===== config.mk =====
export PLATFORM = sky130hd
export DESIGN_NAME = pdm_audio_out_flat
export DESIGN_NICKNAME = d
export VERILOG_FILES = /design/src/rtl/pdm_audio_out_if.sv /design/src/rtl/pdm_audio_out.sv /design/src/flat_wrapper.sv
export SDC_FILE = /design/constraint.sdc
export NUM_CORES = 1
export LEC_CHECK = 0
export BUFFER_PORTS_ARGS = -buffer_cell sky130_fd_sc_hd__buf_2
export CORE_MARGIN = 2
export CORE_UTILIZATION = 45
export CTS_CLUSTER_SIZE = 8
export DETAILED_ROUTE_END_ITERATION = 12
export HOLD_SLACK_MARGIN = 0.03
export PLACE_DENSITY_LB_ADDON = 0.05
export SKIP_LAST_GASP = 1
export SYNTH_ARGS = -nofsm -noshare
export SYNTH_HDL_FRONTEND = slang
export SYNTH_SLANG_ARGS = --single-unit

===== constraint.sdc =====
create_clock -name clk_12m288 -period 3.9 [get_ports clk_12m288]
set_input_delay 0.39 -clock clk_12m288 [delete_from_list [all_inputs] [get_ports clk_12m288]]
set_output_delay 0.39 -clock clk_12m288 [all_outputs]
set_load 0.01 [all_outputs]

===== src/rtl/pdm_audio_out_if.sv =====
// PCM sample stream into the PDM audio output path: AXI-Stream-style valid/ready.
interface pdm_audio_out_if #(
  parameter int WIDTH = 16
);
  logic signed [WIDTH-1:0] s_tdata;
  logic                    s_tvalid;
  logic                    s_tready;

  modport master (output s_tdata, output s_tvalid, input s_tready);
  modport slave  (input s_tdata, input s_tvalid, output s_tready);
endinterface


===== src/rtl/pdm_audio_out.sv =====
// Mono PCM -> 1-bit PDM audio output with amplifier shutdown and anti-pop warm-up.
// Optional build macro PDM_SECOND_ORDER_EN selects a saturating second-order modulator.
module pdm_audio_out #(
  parameter int DIV          = 4,
  parameter int OSR          = 64,
  parameter int WIDTH        = 16,
  parameter int WARM_SAMPLES = 256
) (
  input  logic                 clk_12m288,
  input  logic                 resetn,
  input  logic                 enable,
  pdm_audio_out_if.slave       s,
  output logic                 aud_pwm,
  output logic                 aud_sd,
  output logic                 underrun
);

  localparam int DIV_W  = (DIV > 1) ? $clog2(DIV) : 1;
  localparam int OSR_W  = (OSR > 1) ? $clog2(OSR) : 1;
  localparam int WARM_W = (WARM_SAMPLES > 1) ? $clog2(WARM_SAMPLES) : 1;

  localparam logic [DIV_W-1:0]  DIV_LAST  = DIV_W'(DIV - 1);
  localparam logic [OSR_W-1:0]  OSR_LAST  = OSR_W'(OSR - 1);
  localparam logic [WARM_W-1:0] WARM_LAST = WARM_W'(WARM_SAMPLES - 1);

  typedef enum logic [1:0] {
    ST_IDLE   = 2'd0,
    ST_WARMUP = 2'd1,
    ST_RUN    = 2'd2
  } state_t;

  state_t                  state_q, state_d;
  logic [DIV_W-1:0]        div_cnt_q, div_cnt_d;
  logic [OSR_W-1:0]        bit_cnt_q, bit_cnt_d;
  logic [WARM_W-1:0]       warm_cnt_q, warm_cnt_d;
  logic signed [WIDTH-1:0] hold_q, hold_d;
  logic signed [WIDTH-1:0] active_q, active_d;
  logic                    hold_full_q, hold_full_d;
  logic                    tready_q, tready_d;
  logic                    pwm_q, pwm_d;
  logic                    sd_q, sd_d;
  logic                    under_q, under_d;

  logic bit_tick;
  logic sample_tick;
  logic accept;

  assign bit_tick    = (state_q != ST_IDLE) && (div_cnt_q == DIV_LAST);
  assign sample_tick = bit_tick && (bit_cnt_q == OSR_LAST);
  assign accept      = s.s_tvalid && tready_q;

`ifdef PDM_SECOND_ORDER_EN
  localparam int IW = WIDTH + 4;
  localparam logic signed [IW+1:0] FB_POS = {{(IW+2-WIDTH){1'b0}}, 1'b1, {(WIDTH-1){1'b0}}};
  localparam logic signed [IW+1:0] FB_NEG = -FB_POS;

  logic signed [IW-1:0] i1_q, i1_d, i2_q, i2_d;
  logic signed [IW-1:0] i1_n, i2_n;
  logic signed [IW+1:0] x_w, fb_w;

  // Clamp a two-bit-headroom sum back to the integrator width.
  function automatic logic signed [IW-1:0] sat_iw(input logic signed [IW+1:0] v);
    if ((v[IW+1:IW-1] == 3'b000) || (v[IW+1:IW-1] == 3'b111))
      sat_iw = v[IW-1:0];
    else if (v[IW+1])
      sat_iw = {1'b1, {(IW-1){1'b0}}};
    else
      sat_iw = {1'b0, {(IW-1){1'b1}}};
  endfunction

  assign x_w  = {{(IW+2-WIDTH){active_q[WIDTH-1]}}, active_q};
  assign fb_w = pwm_q ? FB_POS : FB_NEG;
  assign i1_n = sat_iw({{2{i1_q[IW-1]}}, i1_q} + x_w - fb_w);
  assign i2_n = sat_iw({{2{i2_q[IW-1]}}, i2_q} + {{2{i1_n[IW-1]}}, i1_n} - fb_w);
`else
  logic [WIDTH-1:0] acc_q, acc_d;
  logic [WIDTH-1:0] u_w;
  logic [WIDTH:0]   acc_sum;

  // Offset-binary view of the sample: midscale input gives 50% ones density.
  assign u_w     = {~active_q[WIDTH-1], active_q[WIDTH-2:0]};
  assign acc_sum = {1'b0, acc_q} + {1'b0, u_w};
`endif

  always_comb begin
    state_d     = state_q;
    div_cnt_d   = div_cnt_q;
    bit_cnt_d   = bit_cnt_q;
    warm_cnt_d  = warm_cnt_q;
    hold_d      = hold_q;
    active_d    = active_q;
    hold_full_d = hold_full_q;
    pwm_d       = pwm_q;
    under_d     = 1'b0;
`ifdef PDM_SECOND_ORDER_EN
    i1_d        = i1_q;
    i2_d        = i2_q;
`else
    acc_d       = acc_q;
`endif

    if (state_q != ST_IDLE) begin
      div_cnt_d = bit_tick ? '0 : div_cnt_q + DIV_W'(1);
      if (bit_tick)
        bit_cnt_d = (bit_cnt_q == OSR_LAST) ? '0 : bit_cnt_q + OSR_W'(1);
    end

    case (state_q)
      ST_IDLE: begin
        if (enable) state_d = ST_WARMUP;
      end
      ST_WARMUP: begin
        active_d = '0;
        if (sample_tick) begin
          warm_cnt_d = warm_cnt_q + WARM_W'(1);
          if (warm_cnt_q == WARM_LAST) begin
            state_d    = ST_RUN;
            warm_cnt_d = '0;
          end
        end
      end
      ST_RUN: begin
        // Ready is low while hold is full, so a load and an accept never coincide.
        if (sample_tick) begin
          if (hold_full_q) begin
            active_d    = hold_q;
            hold_full_d = 1'b0;
          end else begin
            under_d = 1'b1;
          end
        end
        if (accept) begin
          hold_d      = s.s_tdata;
          hold_full_d = 1'b1;
        end
      end
      default: state_d = ST_IDLE;
    endcase

    if (bit_tick) begin
`ifdef PDM_SECOND_ORDER_EN
      i1_d  = i1_n;
      i2_d  = i2_n;
      pwm_d = ~i2_n[IW-1];
`else
      acc_d = acc_sum[WIDTH-1:0];
      pwm_d = acc_sum[WIDTH];
`endif
    end

    // Leaving for (or staying in) IDLE abandons everything in flight.
    if (!enable) state_d = ST_IDLE;
    if (state_d == ST_IDLE) begin
      div_cnt_d   = '0;
      bit_cnt_d   = '0;
      warm_cnt_d  = '0;
      hold_d      = '0;
      active_d    = '0;
      hold_full_d = 1'b0;
      pwm_d       = 1'b0;
      under_d     = 1'b0;
`ifdef PDM_SECOND_ORDER_EN
      i1_d        = '0;
      i2_d        = '0;
`else
      acc_d       = '0;
`endif
    end

    sd_d     = (state_d != ST_IDLE);
    tready_d = (state_d == ST_RUN) && !hold_full_d;
  end

  always_ff @(posedge clk_12m288 or negedge resetn) begin
    if (!resetn) begin
      state_q     <= ST_IDLE;
      div_cnt_q   <= '0;
      bit_cnt_q   <= '0;
      warm_cnt_q  <= '0;
      hold_q      <= '0;
      active_q    <= '0;
      hold_full_q <= 1'b0;
      tready_q    <= 1'b0;
      pwm_q       <= 1'b0;
      sd_q        <= 1'b0;
      under_q     <= 1'b0;
`ifdef PDM_SECOND_ORDER_EN
      i1_q        <= '0;
      i2_q        <= '0;
`else
      acc_q       <= '0;
`endif
    end else begin
      state_q     <= state_d;
      div_cnt_q   <= div_cnt_d;
      bit_cnt_q   <= bit_cnt_d;
      warm_cnt_q  <= warm_cnt_d;
      hold_q      <= hold_d;
      active_q    <= active_d;
      hold_full_q <= hold_full_d;
      tready_q    <= tready_d;
      pwm_q       <= pwm_d;
      sd_q        <= sd_d;
      under_q     <= under_d;
`ifdef PDM_SECOND_ORDER_EN
      i1_q        <= i1_d;
      i2_q        <= i2_d;
`else
      acc_q       <= acc_d;
`endif
    end
  end

  assign s.s_tready = tready_q;
  assign aud_pwm    = pwm_q;
  assign aud_sd     = sd_q;
  assign underrun   = under_q;

endmodule

===== src/flat_wrapper.sv =====
// flat-port wrapper written by rule: the top's interface ports become plain ports
module pdm_audio_out_flat 
#(
  parameter int DIV          = 4,
  parameter int OSR          = 64,
  parameter int WIDTH        = 16,
  parameter int WARM_SAMPLES = 256
)
  (clk_12m288, resetn, enable, aud_pwm, aud_sd, underrun, s_s_tdata, s_s_tvalid, s_s_tready);
  pdm_audio_out_if #(.WIDTH(WIDTH)) s_i ();
  input  logic clk_12m288;
  input  logic resetn;
  input  logic enable;
  output logic aud_pwm;
  output logic aud_sd;
  output logic underrun;
  input wire logic [$bits(s_i.s_tdata)-1:0] s_s_tdata;
  input wire logic [$bits(s_i.s_tvalid)-1:0] s_s_tvalid;
  output wire logic [$bits(s_i.s_tready)-1:0] s_s_tready;
  assign s_i.s_tdata = s_s_tdata;
  assign s_i.s_tvalid = s_s_tvalid;
  assign s_s_tready = s_i.s_tready;
  pdm_audio_out #(.DIV(DIV), .OSR(OSR), .WIDTH(WIDTH), .WARM_SAMPLES(WARM_SAMPLES)) u_core (.clk_12m288(clk_12m288), .resetn(resetn), .enable(enable), .s(s_i), .aud_pwm(aud_pwm), .aud_sd(aud_sd), .underrun(underrun));
endmodule

==> metrics.log, run 1 <==
[metrics] via count of the first global-routing pass: 2694
[metrics] f_max: 408 MHz
[metrics] arrival time of the worst setup path: 2.73 ns
[metrics] P&R area growth vs syn: 11.7%
[metrics] critical-path maximum fanout: 5
[metrics] Tcrit/Tclk final: 62.8%
[metrics] Post-synth top cells: nand2_1 (74), dfrtp_1 (71), o21ai_0 (36)
[metrics] nets: 457
[metrics] floorplan die height: 94.4 um
[metrics] number of violations reported at the end of detailed-routing iteration 0: 182
[metrics] Slew HR: 24.4%
[metrics] setup slack of the critical path after layout: 1.45 ns
[metrics] maximum number of pins on one net before global-route repair: 35
[metrics] endpoint of the most critical register-to-register path: u_core.acc_q[12]
[metrics] diode count: 0
[metrics] startpoint class of the critical path: flip-flop
[metrics] CTS tree: done
[metrics] CTS H-tree depth: 3
[metrics] area of the die: 8910 um^2
[metrics] net count after synthesis: 433
[metrics] core area: 7810 um^2
[metrics] required time worst endpoint: 4.18 ns
[metrics] reg-to-reg startpoint: u_core.acc_q[0]
[metrics] number of standard cells after synthesis: 393
[metrics] crit end category: flip-flop
[metrics] number of placed instances, taps included: 508
[metrics] post-synth design cell area: 3680 um^2
[metrics] grt ovf: 0
[metrics] Fin. Hold Viols: 0
[metrics] asr flop ratio synth: 100%
[metrics] root buffer cell: clkbuf_8
[metrics] Initial Util: 47.1%
[metrics] residual DRC count: 0
[metrics] synthesis warning total: 0
[metrics] GR Util All Layers: 18.9%
[metrics] switching share of power: 23.2%
[metrics] cell depth of the worst flop-to-flop path: 7
[metrics] top-level I/O count: 24
[metrics] number of unique standard cell types used by synthesis: 53
[metrics] share of total power in sequential cells: 52.5%
[metrics] Final Slew Violations: 0
[metrics] final WL: 7600 um
[metrics] 1st-pass router iterations: 4
[metrics] setup violation total in the final timing report: 0
[metrics] worst setup slack for register-to-register paths: 1.45 ns
[metrics] Skew-Pair Late Insertion Delay: 0.34 ns
[metrics] cell accounting for the most synthesized area: dfrtp_1
[metrics] outcome: complete, no violations
[metrics] internal power summed over all cells: 1.09 mW
[metrics] largest clock skew in the final design: 0.0138 ns
[metrics] post-DP HPWL: 5260 um
[metrics] Post-CTS Setup Bufs: 0
[metrics] post-DR vias/cell: 5.40
[metrics] fraction of power consumed by combinational cells: 4.2%
[metrics] clock sinks: 71
[metrics] final total negative setup slack: 0 ns
[metrics] setup repair after global routing missed its margin: false
[metrics] EDFF count, synth: 0
[metrics] chip width: 94.4 um
[metrics] number of buffers added by the clock tree synthesis step: 9
[metrics] first-pass GRT wire length: 13100 um
[metrics] Hold-fix buffers, CTS: 0
[metrics] slew at the pin closest to its max-slew limit: 1.13 ns
[metrics] leakage power summed over all cells: 1.87 nW
[metrics] Max clock buf depth: 2
[metrics] worst hold slack across all endpoints: 0.148 ns
[metrics] post-synthesis area per instance: 9.36 um^2
[metrics] gpl congestion: 0.813
[metrics] switching power total: 329 uW
[metrics] core occupancy in the finished layout: 52.6%
[metrics] Cell Pwr Density: 344 nW/um^2
[metrics] time the worst path needs with I/O delays and setup: 2.45 ns
[metrics] Setup CP Type: flip-flop to flip-flop
[metrics] Max Cap Viol: 0
[metrics] non-filler cells in the finished layout: 524
[metrics] flops & latches, synth: 71
[metrics] most used standard cell by instance count after synthesis: nand2_1
[metrics] fraction of the yosys area taken by sequential cells: 48.3%
[metrics] Clk pwr share: 43.3%
[metrics] average wire length per cell after detail routing: 14.5 um
[metrics] number of antenna violations at the first check in global routing: 0
[metrics] pre-CTS setup slack: 1.47 ns
[metrics] fraction of final layout cells with drive strength greater than 1: 12.3%
[metrics] area share of the largest cell type after synthesis: 48.3%
[metrics] DR vias: 2827
[metrics] Site Rows: 32
[metrics] Synth Flop Type: dfrtp_1
[metrics] synth top area cells: dfrtp_1 (48%), nand2_1 (7.6%), ha_1 (6.5%), o21ai_0 (4.9%), a22o_1 (3.8%)
[metrics] Hold/Removal Path Class: primary input to async pin
[metrics] cts repair resizes: 0
[metrics] remaining antenna violation count after routing: 0
[metrics] count of buffers from port buffering: 23
[metrics] largest vdd supply drop: 0.248 mV
[metrics] Reg clk slew, reported paths: 0.08 ns
cells in the final DEF (no fill, tap or decap), types with 4 or more instances in the layout:
cell,netlist,layout
buf_2,6,23
nor3_1,9,9
nand2_1,74,74
o21a_1,4,4
dfrtp_1,71,71
a21oi_1,27,27
nand4_1,7,7
inv_1,7,7
nor2b_1,4,4
nand3_1,12,12
a22o_1,16,16
clkbuf_8,0,11
o21ai_0,36,36
o211ai_1,4,4
and3_1,4,4
buf_4,1,6
or4_1,4,4
a21o_1,4,4
nor2_1,27,27
ha_1,19,19
xnor2_1,8,8
critical path: stages, from the launching register on:
cell and delay, ns:
dfrtp_1 0.38, ha_1 0.22, fa_1 0.41, a21o_1 0.20, a221oi_2 0.44, nor3_1 0.12
or4_1 0.52, nand3_1 0.09
metrics by stage:
step / instance area (um^2) / power, mW
floorplan: 3680 / 0.782
global placement: 3900 / 0.817
detailed placement: 3900 / 0.818
CTS: 4110 / 1.43
global route: 4110 / 1.48
finish: 4110 / 1.41
sequential cells by signal, summed over array words and instances (netlist names):
| signal | count |
|---|---|
| u_core.s.s_tready | 1 |
| u_core.hold_q | 16 |
| u_core.state_q | 2 |
| u_core.bit_cnt_q | 6 |
| u_core.underrun | 1 |
| u_core.div_cnt_q | 2 |
| u_core.acc_q | 16 |
| u_core.active_q | 16 |
| u_core.aud_sd | 1 |
| u_core.warm_cnt_q | 8 |
| u_core.aud_pwm | 1 |
| u_core.hold_full_q | 1 |
routing by layer:
metal	global-route usage [%]	vias up	wire, um	share of wire (%)
li1	-	1451	-	-
met1	29.9	1307	4090	54
met2	25.8	63	3130	41
met3	4.47	6	324	4.3
met4	5.31	0	55	0.72
met5	0	-	0	0
worst max-delay path by stage:
stage                     from          endpoint  slack, ns  cells past startpoint
2_1_floorplan  u_core.acc_q[0]  u_core.acc_q[12]       1.66                      7
3_5_place_dp   u_core.acc_q[0]  u_core.acc_q[12]       1.47                      7
6_report       u_core.acc_q[0]  u_core.acc_q[12]       1.45                      7
5_1_grt        u_core.acc_q[0]  u_core.acc_q[12]       1.30                      7
3_3_place_gp   u_core.acc_q[0]  u_core.acc_q[12]       1.52                      7
4_1_cts        u_core.acc_q[0]  u_core.acc_q[12]       1.47                      7
kinds of logic after synthesis:
family                     synth area share, %
DFF                                       48.3
muxes                                     1.12
adders and majority gates                 7.01
and+or+nand+nor                           19.0
AOI/OAI and AO/OA                         19.3
xor gates and xnor gates                  2.62
buffers and inverters                     2.69
cell type report:
cell class	instances	area, um^2
Inverter	7	26.3
Fill cell	741	3700
Clock buffer	11	151
Multi-Input combinational cell	299	1810
Sequential cell	71	1780
Timing Repair Buffer	29	160
Tap cell	102	128
Clock inverter	5	56.3
power by group through the flow:
stage / Clock (mW) / Sequential, mW / Combinational, mW
finish: 0.613 / 0.742 / 0.0595
global route: 0.665 / 0.742 / 0.0690
CTS: 0.629 / 0.742 / 0.0614
detailed placement: 0 / 0.756 / 0.0614
floorplan: 0 / 0.755 / 0.0273
global placement: 0 / 0.756 / 0.0609
Power figures use the tool's default switching activity.
==> run 2: changes to the inputs <==
Clock period 3.9 ns to 2 ns, I/O delays scaled along.
==> run 2 against run 1 <==
  * Non-clock buffer count increased by 32
  * Critical path type unchanged
  * Flip-flop and latch count unchanged
  * Sequential power rose by 95%
  * The run now ends with negative setup slack left
  * Setup slack lost 1.6 ns
  * First-iteration DRC count is 10% lower
  * Utilization increased by 4.9 points
==> metrics.log, run 2 (synthesis results as in run 1) <==
[metrics] outcome: finished with violations
[metrics] violations in the final reports: negative setup slack
[metrics] largest vdd supply drop: 0.448 mV (+81%)
[metrics] time the worst path needs with I/O delays and setup: 2.16 ns (-0.284 ns)
[metrics] worst hold endpoint: u_core.hold_q[5]
[metrics] required time worst endpoint: 2.29 ns (-1.89 ns)
[metrics] met1 Use GR: 30.4% (+0.45 points)
[metrics] Fill cells: 721 (-2.7%)
[metrics] maximum number of pins on one net before global-route repair: 72 (+110%)
[metrics] crit end category: flip-flop
[metrics] 1st-pass router iterations: 4 (unchanged)
[metrics] via count of the first global-routing pass: 2817 (+4.6%)
[metrics] Post-DP Area: 4100 um^2 (+5.1%)
[metrics] arrival time of the worst setup path: 2.45 ns (-0.28 ns)
[metrics] root buffer cell: clkbuf_8
[metrics] grt ovf: 0 (unchanged)
[metrics] critical-path maximum fanout: 4 (-1)
[metrics] clock sinks: 71 (unchanged)
[metrics] global-route layer with the greatest usage: met1
[metrics] largest clock skew in the final design: 0.0175 ns (+0.00375 ns)
[metrics] startpoint class of the critical path: flip-flop
[metrics] leakage power summed over all cells: 2.02 nW (+8.1%)
[metrics] Regs by FF count: u_core.acc_q x16, u_core.active_q x16, u_core.hold_q x16
[metrics] Max clock buf depth: 2 (unchanged)
[metrics] CTS H-tree depth: 3 (unchanged)
[metrics] gpl congestion: 0.873 (+7.3%)
[metrics] Slew HR: 63.9% (+39 points)
[metrics] residual DRC count: 0 (unchanged)
[metrics] area of the die: 8910 um^2 (unchanged)
[metrics] GR Util All Layers: 19.9% (+0.97 points)
[metrics] remaining antenna violation count after routing: 0 (unchanged)
[metrics] floorplan die height: 94.4 um (unchanged)
[metrics] endpoint of the most critical register-to-register path: u_core.acc_q[12]
[metrics] post-DP HPWL: 5390 um (+2.5%)
[metrics] Tcrit/Tclk final: 108% (+45 points)
[metrics] Cell Pwr Density: 605 nW/um^2 (+76%)
[metrics] average wire length per cell after detail routing: 14.3 um (-1.6%)
[metrics] core occupancy in the finished layout: 57.5% (+4.9 points)
[metrics] setup violation total in the final timing report: 5 (+5)
[metrics] total non-filler cell area in the finished layout: 4490 um^2 (+9.4%)
[metrics] Setup CP Type: flip-flop to flip-flop
[metrics] global-route track usage on met3: 4.07% (-0.40 points)
[metrics] slew at the pin closest to its max-slew limit: 0.542 ns (-0.589 ns)
[metrics] fraction of final layout cells with drive strength greater than 1: 22.2% (+9.9 points)
[metrics] Final Slew Violations: 0 (unchanged)
[metrics] number of placed instances, taps included: 530 (+4.3%)
[metrics] setup slack of the critical path after layout: -0.164 ns (-1.62 ns)
[metrics] DR vias: 2924 (+3.4%)
[metrics] number of buffers added by the clock tree synthesis step: 9 (unchanged)
[metrics] count of buffers from port buffering: 23 (unchanged)
[metrics] first-pass GRT wire length: 13800 um (+5.4%)
[metrics] Max Cap Viol: 0 (unchanged)
[metrics] setup repair after global routing missed its margin: true
[metrics] reg-to-reg startpoint: u_core.acc_q[0]
[metrics] Skew-Pair Late Insertion Delay: 0.35 ns (about the same)
[metrics] diode count: 0 (unchanged)
[metrics] Hold/Removal Path Class: primary input to flip-flop
[metrics] Fin. Hold Viols: 0 (unchanged)
[metrics] worst setup slack for register-to-register paths: -0.16 ns (-1.62 ns)
[metrics] P&R area growth vs syn: 22.2%
[metrics] number of cells on the worst hold path: 2
[metrics] Reg clk slew, reported paths: 0.09 ns (about the same)
[metrics] final WL: 7940 um (+4.4%)
[metrics] Initial Util: 47.1% (unchanged)
[metrics] Site Rows: 32 (unchanged)
[metrics] nets: 489 (+7.0%)
[metrics] commonest non-fill, non-tap cell in the layout: nand2_1
[metrics] chip width: 94.4 um (unchanged)
[metrics] cell depth of the worst flop-to-flop path: 7 (unchanged)
[metrics] top-level I/O count: 24 (unchanged)
[metrics] top library cells by usage in the layout, fill and taps aside: nand2_1 (74), dfrtp_1 (71), buf_4 (34)
[metrics] worst hold slack across all endpoints: 0.0708 ns (-0.0773 ns)
[metrics] f_max: 462 MHz (+13%)
[metrics] CTS tree: done
[metrics] number of antenna violations at the first check in global routing: 0 (unchanged)
[metrics] core area: 7810 um^2 (unchanged)
[metrics] fraction of met2 tracks used by global routing: 28.6% (+2.9 points)
[metrics] number of violations reported at the end of detailed-routing iteration 0: 163 (-10%)
[metrics] post-DR vias/cell: 5.26 (-2.5%)
[metrics] non-filler cells in the finished layout: 556 (+6.1%)
[metrics] hold path start: s_s_tdata[5]
==> run 2: cell count changes in the layout (fill, tap and decap cells not counted), moves of 2 or more <==
cell / delta
o21ai_1: +2
buf_4: +28
ha_4: +5
clkbuf_8: -2
a21oi_2: +2
nor2_2: +2
a21oi_1: -2
buf_6: +2
nor2_1: -3
o21ai_0: -4
ha_1: -6
==> run 2: how the worst max path moves through the flow <==
| stage | from | end | slack (ns) | cells past startpoint |
|---|---|---|---|---|
| after floorplan | u_core.acc_q[0] | u_core.acc_q[12] | -0.14 | 7 |
| after global placement | u_core.acc_q[0] | u_core.acc_q[12] | -0.19 | 7 |
| after detailed placement | u_core.active_q[0] | u_core.acc_q[12] | -0.23 | 7 |
| after CTS | u_core.active_q[0] | u_core.acc_q[12] | -0.17 | 7 |
| after global routing | u_core.acc_q[0] | u_core.acc_q[12] | -0.29 | 7 |
| final | u_core.acc_q[0] | u_core.acc_q[12] | -0.16 | 7 |
==> run 2: cell type report <==
type / instances / area, um^2 / area share (%)
Inverter: 7 / 26.3 / 0.585
Timing Repair Buffer: 61 / 423 / 9.42
Clock inverter: 7 / 72.6 / 1.62
Tap cell: 102 / 128 / 2.84
Clock buffer: 9 / 124 / 2.76
Multi-Input combinational cell: 299 / 1940 / 43.2
Sequential cell: 71 / 1780 / 39.6
==> run 2: metal layers <==
| metal | up-vias | share of wire (%) |
|---|---|---|
| met4 | 0 | 0.74 |
| li1 | 1521 | - |
| met1 | 1352 | 53 |
| met2 | 47 | 42 |
| met5 | - | 0 |
| met3 | 4 | 4.4 |
==> run 2: through the flow <==
stage	setup WS [ns]	power (mW)	setup TNS, ns
after floorplan	-0.136	1.53	-0.159
after global placement	-0.194	1.60	-0.906
after detailed placement	-0.230	1.60	-1.10
after CTS	-0.170	2.77	-0.497
after global routing	-0.294	2.85	-1.16
final	-0.164	2.72	-0.401
==> run 2: where the power goes <==
| group | internal (mW) | switching (mW) |
|---|---|---|
| registers | 1.44 | 0.00612 |
| logic | 0.0453 | 0.0843 |
| clock network | 0.578 | 0.564 |
==> run 2: worst max-delay path, cell delays in order (launching register included) <==
cell and delay [ns]:
dfrtp_1 0.39, ha_2 0.20, fa_2 0.34, a21o_1 0.21
a221oi_4 0.31, nor3_2 0.07, or4_1 0.50, nand3_1 0.09
==> run 2: timing repair <==
item / in CTS / in global routing
gates resized for setup: 7 / 15
hold buffers: 1 / 0
buffers inserted: 3 / 7
endpoints found under the setup margin: 9 / 14
pin swaps: 10 / 11
hold endpoints to repair: 71 / 0
